**src/rtl/hack_alu_datapath_pkg.sv**
```systemverilog
// Shared definitions for the Hack ALU datapath: width, ctl/jmp bit positions
// and the named ALU control codes used by the Hack instruction set.
package hack_alu_datapath_pkg;

    localparam int WIDTH = 16;

    // ctl = {zx,nx,zy,ny,f,no}
    localparam int CTL_ZX = 5;
    localparam int CTL_NX = 4;
    localparam int CTL_ZY = 3;
    localparam int CTL_NY = 2;
    localparam int CTL_F  = 1;
    localparam int CTL_NO = 0;

    // jmp = {jlt,jeq,jgt}
    localparam int JMP_LT = 2;
    localparam int JMP_EQ = 1;
    localparam int JMP_GT = 0;

    localparam logic [5:0] CTL_ZERO  = 6'b101010;
    localparam logic [5:0] CTL_ONE   = 6'b111111;
    localparam logic [5:0] CTL_NEG1  = 6'b111010;
    localparam logic [5:0] CTL_X     = 6'b001100;
    localparam logic [5:0] CTL_NOTX  = 6'b001101;
    localparam logic [5:0] CTL_XPY   = 6'b000010;
    localparam logic [5:0] CTL_XMY   = 6'b010011;
    localparam logic [5:0] CTL_YMX   = 6'b000111;
    localparam logic [5:0] CTL_XANDY = 6'b000000;
    localparam logic [5:0] CTL_XORY  = 6'b010101;

    typedef struct packed {
        logic [WIDTH-1:0] result;
        logic             zr;
        logic             ng;
    } aluResult_t;

endpackage

```
**src/rtl/hack_alu_datapath_core.sv**
```systemverilog
// Combinational Hack ALU: operand zero/negate, add-or-and, optional output
// negate, plus the zr/ng result flags.
module hack_alu_core
    import hack_alu_datapath_pkg::*;
(
    input  logic [WIDTH-1:0] x,
    input  logic [WIDTH-1:0] y,
    input  logic [5:0]       ctl,
    output logic [WIDTH-1:0] result,
    output logic             zr,
    output logic             ng
);

    logic [WIDTH-1:0] x1, x2, y1, y2, r;

    always_comb begin
        x1 = ctl[CTL_ZX] ? '0 : x;
        x2 = ctl[CTL_NX] ? ~x1 : x1;
        y1 = ctl[CTL_ZY] ? '0 : y;
        y2 = ctl[CTL_NY] ? ~y1 : y1;
        // Carry out is dropped: overflow wraps with no flag.
        r  = ctl[CTL_F] ? (x2 + y2) : (x2 & y2);
    end

    assign result = ctl[CTL_NO] ? ~r : r;
    assign zr     = (result == '0);
    assign ng     = result[WIDTH-1];

endmodule

```
**src/rtl/hack_alu_datapath.sv**
```systemverilog
// Hack ALU datapath: Y-source mux, ALU core, jump decision and a single
// output register stage (1-cycle latency, no backpressure).
module hack_alu_datapath
    import hack_alu_datapath_pkg::*;
(
    input  logic             clk,
    input  logic             reset,
    input  logic             in_valid,
    input  logic [WIDTH-1:0] x,
    input  logic [WIDTH-1:0] a_val,
    input  logic [WIDTH-1:0] m_val,
    input  logic             a_sel,
    input  logic [5:0]       ctl,
    input  logic [2:0]       jmp,
    input  logic             c_inst,
    output logic             out_valid,
    output logic [WIDTH-1:0] out,
    output logic             zr,
    output logic             ng,
    output logic             jump
);

    logic [WIDTH-1:0] y;
    aluResult_t       alu;
    logic             jumpNext;

    assign y = a_sel ? m_val : a_val;

    hack_alu_core uCore (
        .x      (x),
        .y      (y),
        .ctl    (ctl),
        .result (alu.result),
        .zr     (alu.zr),
        .ng     (alu.ng)
    );

    // Jump uses this cycle's flags, so it lands in the same register stage as out.
    assign jumpNext = c_inst & ((jmp[JMP_LT] & alu.ng)
                              | (jmp[JMP_EQ] & alu.zr)
                              | (jmp[JMP_GT] & ~alu.zr & ~alu.ng));

    always_ff @(posedge clk or posedge reset) begin
        if (reset) begin
            out_valid <= 1'b0;
            out       <= '0;
            zr        <= 1'b0;
            ng        <= 1'b0;
            jump      <= 1'b0;
        end else begin
            out_valid <= in_valid;
            if (in_valid) begin
                out  <= alu.result;
                zr   <= alu.zr;
                ng   <= alu.ng;
                jump <= jumpNext;
            end
        end
    end

endmodule

```
**config.mk**
```make
export PLATFORM = sky130hd
export DESIGN_NAME = hack_alu_datapath
export DESIGN_NICKNAME = d
export VERILOG_FILES = /design/src/rtl/hack_alu_datapath_pkg.sv /design/src/rtl/hack_alu_datapath_core.sv /design/src/rtl/hack_alu_datapath.sv
export SDC_FILE = /design/constraint.sdc
export NUM_CORES = 1
export LEC_CHECK = 0
export CAP_MARGIN = 10
export CORE_MARGIN = 10
export CORE_UTILIZATION = 50
export CTS_CLUSTER_SIZE = 10
export DETAILED_ROUTE_END_ITERATION = 12
export PLACE_DENSITY = 0.84
export SLEW_MARGIN = 20
export SYNTH_ARGS = -nofsm -noshare
export SYNTH_HDL_FRONTEND = slang
export SYNTH_SLANG_ARGS = --single-unit
```
**constraint.sdc**
```tcl
create_clock -name clk -period 1.4 [get_ports clk]
set_input_delay 0.28 -clock clk [delete_from_list [all_inputs] [get_ports clk]]
set_output_delay 0.28 -clock clk [all_outputs]
set_load 0.02 [all_outputs]
```
==> run metrics <==
status finished, violations left; failing checks negative setup slack; power per standard cell area 1060 nW/µm²; CP top delay family simple AND/OR/NAND/NOR gates; Starting Density 50.9%; Crit Reg-Reg Endpoint out[4]; RSZ-0062 raised after global routing yes; antenna violations before repair 0; Leak 2.35 nW; TNS Setup -30.79 ns; io pins 82; CTS hold repair buffers 0; Peak supply drop 0.000966 V; Yosys cell types 63; Buf/Inv on CP 3; Initial DRT Pass Iterations 5; post-synthesis sequential area ratio 17.1%; Design Area, Final 5210 µm²; Layout Nets 596; Post-Syn Area 2790 µm²; setup ws final -2.70 ns; worst hold path type input port to async pin; critical path's largest stage delay 0.52 ns; Cell Rows 27; worst r2r src out[4]; dpl ws -2.69 ns; Power Total 0.00553 W; 1st-iter DRT viols 489; average size of a mapped cell 8.30 µm²; GP Congestion 0.954; clk buf depth 2; worst-path cell chain clkdlybuf4s15_1, buf_4, buf_4, nor2_1, xor2_1, ha_4, and3_1, nor2_1, o2bb2ai_1, or4_4, a31oi_4, mux2i_4, nor4_4, mux2i_1, o22ai_1; post-layout min period 4.10 ns; r2r setup slk 0.55 ns; Worst Path Required 1.53 ns; DIE WIDTH 94.7 µm; post-route antenna net violation count 0; WHS 0.356 ns; CTS sink cnt 19; Slew @ Worst Pin 1.17 ns; first-pass GRT wire length 19.6 mm; Remaining DRCs 0; share of cells above drive strength 1 44.0%; Worst-path clk slew 0.09 ns; max_slew headroom 20.5%; # setup viols final 18; WL final 17.8 mm; clock root cell clkbuf_8; P&R area growth vs syn 87.0%; buffers added on ports 81; largest net degree at the start of global routing 21; Tot GR Track Use 26.9%; Crit Path Max Fanout 8; Die H 94.7 µm; worst skew pair latency 0.26 ns; GR Overflow Total 0; Startpoint Class input port; Max Transition Viols Final 0; Post-synth EDFFs 0; slowest CP cell or4_4; kind of critical path input port to flip-flop; max-cap violations 0; Top FF cell, synth dfrtp_1; Placement Cell Area 4320 µm²; DR vias/cell 7.10; CTS HTree Levels 1; clk_skew 0 ns; Worst Setup SP ctl[3]; Ant. Diodes 0; async set-or-reset flop fraction in the synthesized netlist 100%; post-synth net total 415; Fin. Hold Viols 0; worst endpoint data arrival time 4.23 ns; Synth Register Bits 19; total CTS buffers 3; Peak Freq 0.244 GHz; reg2reg path depth 2; vias in the first global route 3899; CTS tree yes; CP Capture Type flip-flop; synth warn 0; final worst path period share 293%; Cells after Synth 336; Routed WL per cell 30.3 µm; die area 8960 µm²; DP HPWL 7.59 mm; Placeable Area 5470 µm²; Vias 4173
## cell families after synthesis
group | share of synthesized area [%]
and+or+nand+nor | 24.5
adders and majority gates | 7.90
xor gates and xnor gates | 14.5
buffers and inverters | 4.49
DFF | 17.1
muxes | 13.1
AOI/OAI and AO/OA | 18.5
## sequential cells by signal, indices dropped and copies added, names as in the netlist
register,flops
out_valid,1
out,16
zr,1
jump,1
## metal layers
metal	share of wire [%]	GRT usage (%)	wire, µm	vias up
met4	9.0	15.6	1600	0
li1	-	-	-	1590
met1	31	27.7	5590	1910
met2	48	49.4	8510	486
met3	12	5.63	2100	187
met5	0	0	0	-
## layout make-up
| class | instances | area, µm² |
|---|---|---|
| tap | 72 | 90.1 |
| clock inverter | 1 | 5.00 |
| fill | 127 | 260 |
| timing repair buffer | 197 | 1740 |
| multi-input combinational | 286 | 2820 |
| sequential | 19 | 475 |
| inverter | 10 | 37.5 |
| clock buffer | 3 | 41.3 |
## report_power, final
| part | internal [W] | total, W | leakage (nW) | switching (W) |
|---|---|---|---|---|
| logic | 0.00203 | 0.00429 | 2.10 | 0.00226 |
| registers | 0.000703 | 0.000830 | 0.225 | 0.000127 |
| clock network | 0.000199 | 0.000411 | 0.0255 | 0.000212 |
| total | 0.00293 | 0.00553 | 2.35 | 0.00260 |
## synth_stat cells, drive strengths merged, types with 4 or more instances
| library cell | n | share of area (%) |
|---|---|---|
| and3 | 6 | 1.3 |
| ha | 16 | 7.2 |
| nor2 | 28 | 3.8 |
| o2111ai | 4 | 1.5 |
| a211oi | 6 | 1.8 |
| nand3 | 5 | 0.90 |
| dfrtp | 19 | 17 |
| o21ai | 8 | 1.4 |
| nor3 | 5 | 0.90 |
| mux2 | 12 | 4.8 |
| buf | 8 | 1.4 |
| nand4 | 5 | 1.1 |
| inv | 10 | 1.3 |
| or3 | 6 | 1.3 |
| a21oi | 17 | 3.2 |
| nand2b | 19 | 4.3 |
| o211ai | 5 | 1.3 |
| xor2 | 20 | 6.3 |
| nor2b | 5 | 1.1 |
| clkbuf | 13 | 1.8 |
| mux2i | 23 | 8.3 |
| nand2 | 11 | 1.5 |
| nor4 | 5 | 1.3 |
| a21o | 6 | 1.6 |
| xnor2 | 26 | 8.2 |
| a31oi | 4 | 1.4 |
| and4 | 4 | 1.3 |
## worst min-delay path: stages
cell	delay (ns)
clkdlybuf4s50_1	0.41
inv_1	0.06
buf_4	0.26
## worst max-delay path by stage
stage,end,slack [ns],cells past startpoint
floorplan,jump,-2.07,13
global placement,jump,-2.53,15
detailed placement,jump,-2.69,15
CTS,jump,-1.96,15
global route,jump,-2.70,15
finish,jump,-2.70,15
## stage by stage
stage / util (%) / cells
finish: 95.2 / 588
global route: 95.2 / 588
CTS: 86.8 / 574
detailed placement: 79.0 / 557
global placement: 79.0 / 557
floorplan: - / 336
## cells in the final DEF (no fill, tap or decap), types with 4 or more instances in the layout
| cell type | instances |
|---|---|
| xor2_2 | 4 |
| clkdlybuf4s50_1 | 42 |
| nor2b_1 | 5 |
| or3_1 | 4 |
| xnor2_2 | 6 |
| dfrtp_1 | 19 |
| a211oi_2 | 4 |
| and3_1 | 4 |
| nand4_1 | 5 |
| xnor2_1 | 20 |
| a21oi_2 | 7 |
| mux2_4 | 11 |
| mux2i_1 | 17 |
| buf_6 | 21 |
| ha_4 | 5 |
| inv_1 | 8 |
| dlygate4sd2_1 | 29 |
| ha_1 | 8 |
| buf_4 | 94 |
| a21o_1 | 6 |
| nor2_1 | 22 |
| nand2_1 | 9 |
| nand2b_1 | 18 |
| o211ai_1 | 5 |
| a21oi_1 | 8 |
| xor2_1 | 16 |
## timing repair
item,CTS,global route
pin swaps,46,41
hold endpoints to repair,0,0
setup buffers,13,16
resized for setup,117,70
endpoints found under the setup margin,38,18
Note: power is estimated with default switching activity, not from simulation.
